`config.mk`:
```
export PLATFORM = sky130hd
export DESIGN_NAME = pipe_reg_chain
export DESIGN_NICKNAME = d
export VERILOG_FILES = /design/src/rtl/pipe_reg_chain.sv
export SDC_FILE = /design/constraint.sdc
export NUM_CORES = 1
export LEC_CHECK = 0
export CORE_UTILIZATION = 25
export CTS_BUF_LIST = sky130_fd_sc_hd__clkbuf_8
export CTS_CLUSTER_DIAMETER = 30
export CTS_CLUSTER_SIZE = 12
export DETAILED_ROUTE_END_ITERATION = 6
export REMOVE_ABC_BUFFERS = 1
export SYNTH_ARGS = -nofsm -noshare
export SYNTH_HDL_FRONTEND = slang
export SYNTH_SLANG_ARGS = --single-unit
```
`constraint.sdc`:
```
create_clock -name CLK -period 3.4 [get_ports CLK]
set_clock_uncertainty 0.05 [all_clocks]
set_input_delay 0.68 -clock CLK [delete_from_list [all_inputs] [get_ports CLK]]
set_output_delay 0.68 -clock CLK [all_outputs]
set_load 0.01 [all_outputs]
```
`src/rtl/pipe_reg_chain.sv`:
```
// pipe_reg_chain: elastic STAGES-deep valid/ready register chain with flush and bubble collapsing.
// Define PIPE_REG_OCC_EN to add the registered occupancy counter on OCC.
module pipe_reg_chain #(
    parameter int               WIDTH   = 8,
    parameter int               STAGES  = 2,
    parameter logic [WIDTH-1:0] RST_VAL = '0
) (
    input  logic             CLK,
    input  logic             RST,
    input  logic             FLUSH,
    input  logic             IN_VALID,
    output logic             IN_READY,
    input  logic [WIDTH-1:0] IN_DATA,
    output logic             OUT_VALID,
    input  logic             OUT_READY,
    output logic [WIDTH-1:0] OUT_DATA
`ifdef PIPE_REG_OCC_EN
    ,
    output logic [$clog2(STAGES+1)-1:0] OCC
`endif
);
    logic [STAGES-1:0] v, r;
    logic [STAGES:0]   vx;
    logic [WIDTH-1:0]  d  [STAGES];
    logic [WIDTH-1:0]  dx [STAGES+1];

    assign vx    = {v, IN_VALID};
    assign dx[0] = IN_DATA;

    // A stage can take new data unless it and every stage after it are full and the sink stalls.
    for (genvar g = 0; g < STAGES; g++) begin : g_stage
        assign r[g]    = OUT_READY | ~&v[STAGES-1:g];
        assign dx[g+1] = d[g];
    end

    assign IN_READY  = r[0] & ~FLUSH;
    assign OUT_VALID = v[STAGES-1] & ~FLUSH;
    assign OUT_DATA  = d[STAGES-1];

    always_ff @(posedge CLK or posedge RST) begin
        if (RST) begin
            v <= '0;
            for (int i = 0; i < STAGES; i++) d[i] <= RST_VAL;
        end else if (FLUSH) begin
            v <= '0;
        end else begin
            for (int i = 0; i < STAGES; i++) begin
                if (r[i]) begin
                    v[i] <= vx[i];
                    if (vx[i]) d[i] <= dx[i];
                end
            end
        end
    end

`ifdef PIPE_REG_OCC_EN
    localparam int OW = $clog2(STAGES+1);
    logic in_xfer, out_xfer;

    assign in_xfer  = IN_VALID & IN_READY;
    assign out_xfer = OUT_VALID & OUT_READY;

    always_ff @(posedge CLK or posedge RST) begin
        if (RST) OCC <= '0;
        else if (FLUSH) OCC <= '0;
        else if (in_xfer != out_xfer) OCC <= in_xfer ? OCC + OW'(1) : OCC - OW'(1);
    end
`endif
endmodule

```
* Word-level counts from Yosys, hierarchy flattened
Cells that the tools add are included.
** Storage, ports and cells
- Flip-flop bits (word level) :: 18
- Output and inout port bits :: 10
** Cells by class
- Bitwise logic cells :: 5
- Multiplexer cells :: 3
- Reductions and logical operators :: 7
** Operator list (count)
- AND reduction 3 bit :: 2
- nonzero test 2 bit :: 2
- bitwise AND 1 bit :: 2
- logical NOT 1 bit :: 2
- two-way mux 1 bit :: 2
- two-way mux 2 bit :: 1
- OR 1 bit :: 2
- AND reduction 2 bit :: 1
- inverter 1 bit :: 1

* Logic depth before layout (Yosys ltp)
- Depth in word-level cells :: 5
- Mapped depth :: 4
- Gate-level depth less buffers :: 3

* Least setup slack after synthesis
OpenSTA, ideal clock, no wires.
- Path type :: input to register
- Start :: input OUT_READY
- End :: register d[10] in the netlist's numbering
- Path slack :: 1.580 ns
- Cell stages on the path :: 4
- Library setup time :: 0.125 ns
- Arrival time :: 1.645 ns
- Buffers on the path :: 1
- Cell sequence :: and3b_1 > or3b_1 > buf_6 > mux2_4
** Between the ends
- Word-level cells in the longest chain between the ends :: 2
** RTL lines
- start, declared :: line 15 : input logic OUT_READY,
- OR 1 bit :: line 32 : assign r[g] = OUT_READY | ~&v[STAGES-1:g];
- AND reduction 3 bit (no source line)
- end signal, assigned by index :: line 50 : if (vx[i]) d[i] <= dx[i];
- end, declared :: line 24 : logic [WIDTH-1:0] d [STAGES];
Every way passes these cells.
A chain may end at the register's enable or synchronous reset.

* Worst setup path after layout
- Start :: input OUT_READY
- End :: output IN_READY
** Between the ends
- Word-level cells in the longest chain between the ends :: 2
** RTL lines
- OR 1 bit :: line 32
- bitwise AND 1 bit :: line 36 : assign IN_READY = r[0] & ~FLUSH;
- end, declared :: line 12 : output logic IN_READY,
Every way passes these cells.

==> implementation parameters <==
Parameter                              Value

Clock network
  Number of buffers added for setup after CTS    0
  Clock sink total    18
  Hold Buf Count CTS    0
  Clock Tree Buf Depth    2
  Master cell of the clock root buffer    sky130_fd_sc_hd__clkbuf_8
  Number of buffers inserted during clock tree synthesis    3
  CTS tree    yes
  Post-CTS resize count    0
  Clock transition at the register clock pins on the worst setup and hold paths after CTS    0.06 ns
  H-tree level count    1
  Worst-Skew Late Latency    0.24 ns

Yosys
  Post-synth top flop    sky130_fd_sc_hd__dfrtp_1
  Mean cell area of the mapped netlist    14.69 um^2
  Post-Synthesis Cell Area    793.3 um^2
  Number of warnings issued by yosys    0
  Count of flip-flops with a built-in enable after synthesis    0
  Portion of the post-synthesis area used by sequential elements    56.78%
  Ys async rst share    100.0%
  Top-count cell post-synth    sky130_fd_sc_hd__dfrtp_1
  Number of unique standard cell types used by synthesis    13
  Top cell types by occurrence after synthesis    sky130_fd_sc_hd__dfrtp_1 (18), sky130_fd_sc_hd__buf_4 (8), sky130_fd_sc_hd__mux2_2 (8), sky130_fd_sc_hd__mux2_4 (8), sky130_fd_sc_hd__nor2_1 (3)
  Synthesis-stage register bit count    18
  Cells taking the most area after synthesis    sky130_fd_sc_hd__dfrtp_1 (57%), sky130_fd_sc_hd__mux2_4 (15%), sky130_fd_sc_hd__mux2_2 (11%)
  Cell taking the most area after synthesis    sky130_fd_sc_hd__dfrtp_1
  Gate count after technology mapping    54
  Share of Yosys cell area claimed by the top area cell type    56.78%

Routing
  Antenna viol nets, final    0
  Via density per instance    3.739
  Routed WL    1.235 mm
  Total number of vias    430
  Remaining DRCs    0
  Number of detailed-route iterations in the first pass    2
  Post-detailed-route wirelength per cell    10.74 um
  First DRT Iteration DRCs    5

GRT
  Number of antenna violations at the first check in global routing    0
  Number of global-route vias before repair    474
  Total overflow reported by the global router    0
  Pin count of the biggest net entering global routing    19
  Global-route total usage across every layer    8.236%
  Wire length of the first global-routing pass    2.028 mm

Setup path
  Worst-path maximum fanout    3
  Setup crit end kind    primary output
  CP required    2.67 ns
  Setup crit start kind    input pin
  Arrival time at the worst endpoint    1.99 ns
  Kind of critical path    input pin to primary output

Finish
  Final std cell area, no fill    1052 um^2
  Utilization after layout    34.75%
  Final net count    85
  N_diodes    0
  Layout cells sized above 1    28.17%
  FILL cells    305
  Layout Area Growth over Synthesis    32.65%
  Non-Filler Instances    115

Floorplanning
  Initial Utilization    26.20%
  Floorplan core area    3028 um^2
  Die boundary width    58.33 um
  Standard-cell row count    20
  Height of the chip    58.33 um
  Overall die area    3402 um^2
  Boundary pin count    23

STA
  Post-layout worst setup margin    0.6756 ns
  Final critical-path required period    2.724 ns
  Unrepaired setup endpoints after global routing    no
  Worst hold margin    0.4546 ns
  FMAX    367.1 MHz
  Ratio of final minimum period to clock period    80.13%
  Final count of hold timing violations    0
  Max-slew violations    0
  Rel. slew slack    56.59%
  Setup total negative slack    0 ns
  Count of final setup violators    0
  Tightest Pin Transition    0.6505 ns

Power and ir drop
  Lkg Pwr    0.4671 nW
  Post-route total power    0.6029 mW
  Largest voltage drop on the vdd net    0.1332 mV
  Power density normalized to cell area    572.9 nW/um^2

Hold path
  Worst hold path type    register to register

Run
  Maximum capacitance violations    0

Placement
  Setup Slack @ Placement    0.6784 ns
  Final weighted congestion of routability-driven global placement    0.6419
  Total instance count after detailed placement    111
  Cell area after placement    997.2 um^2
  IO buf count    22

Outcome
  Result of the run    complete, no violations
placed cells by master (no fill, tap or decap):
master / synthesis / layout
sky130_fd_sc_hd__mux2_2: 8 / 8
sky130_fd_sc_hd__nor2b_1: 1 / 1
sky130_fd_sc_hd__and3b_1: 1 / 1
sky130_fd_sc_hd__nand3b_1: 1 / 1
sky130_fd_sc_hd__inv_1: 2 / 2
sky130_fd_sc_hd__or3b_1: 1 / 1
sky130_fd_sc_hd__dfrtp_1: 18 / 18
sky130_fd_sc_hd__nand2b_1: 1 / 1
sky130_fd_sc_hd__mux2_4: 8 / 8
sky130_fd_sc_hd__clkbuf_8: 0 / 4
sky130_fd_sc_hd__clkdlybuf4s50_1: 0 / 22
sky130_fd_sc_hd__a21oi_1: 1 / 1
sky130_fd_sc_hd__nor2_1: 3 / 3
path summary, 6_finish.rpt:
check / cells past startpoint / from / end / slack [ns]
max: 4 / OUT_READY / IN_READY / 0.68
min: 1 / OUT_DATA[7]$_DFFE_PP0P_ / OUT_DATA[7]$_DFFE_PP0P_ / 0.45
max reg2reg: 3 / v[1]$_DFFE_PP0P_ / d[8]$_DFFE_PP0P_ / 1.64
min reg2reg: 1 / OUT_DATA[7]$_DFFE_PP0P_ / OUT_DATA[7]$_DFFE_PP0P_ / 0.45
max in group asynchronous: 2 / RST / d[11]$_DFFE_PP0P_ / 2.10
min in group asynchronous: 2 / RST / OUT_DATA[6]$_DFFE_PP0P_ / 0.79
cell families after synthesis:
kind of cell / synth area share [%]
compound gates: 0.6303
buf+inv: 9.937
flops: 56.78
mux: 26.50
simple gates: 6.153
flip-flops by register name, summed over array words and instances, names as in the netlist:
name,count
d,8
OUT_DATA,8
v,2
metal layers:
| metal | part of all wire (%) | global-route usage (%) | wire length, um | up-vias |
|---|---|---|---|---|
| met5 | 0 | 0 | 0 | - |
| met4 | 0.65 | 4.082 | 8 | 0 |
| met3 | 6.8 | 2.857 | 84 | 2 |
| met2 | 48 | 13.63 | 593 | 12 |
| met1 | 44 | 9.497 | 548 | 210 |
| li1 | - | - | - | 206 |
report_power, final:
group / internal (mW) / switching (mW)
combinational: 0.107 / 0.0487
sequential: 0.260 / 0.0218
clock: 0.103 / 0.0629
total: 0.469 / 0.133
final cells by class:
| class | instances | area [um^2] | share of cell area [%] |
|---|---|---|---|
| Tap cell | 44 | 55.05 | 5.232 |
| Multi-Input combinational cell | 25 | 264.0 | 25.09 |
| Sequential cell | 18 | 450.4 | 42.81 |
| Clock buffer | 4 | 55.05 | 5.232 |
| Timing Repair Buffer | 22 | 220.2 | 20.93 |
| Inverter | 2 | 7.507 | 0.7134 |
worst max-delay path, stage by stage:
cell and delay [ns]:
sky130_fd_sc_hd__clkdlybuf4s50_1 0.48, sky130_fd_sc_hd__and3b_1 0.21, sky130_fd_sc_hd__nor2_1 0.09, sky130_fd_sc_hd__clkdlybuf4s50_1 0.53
Power figures use the tool's default switching activity.
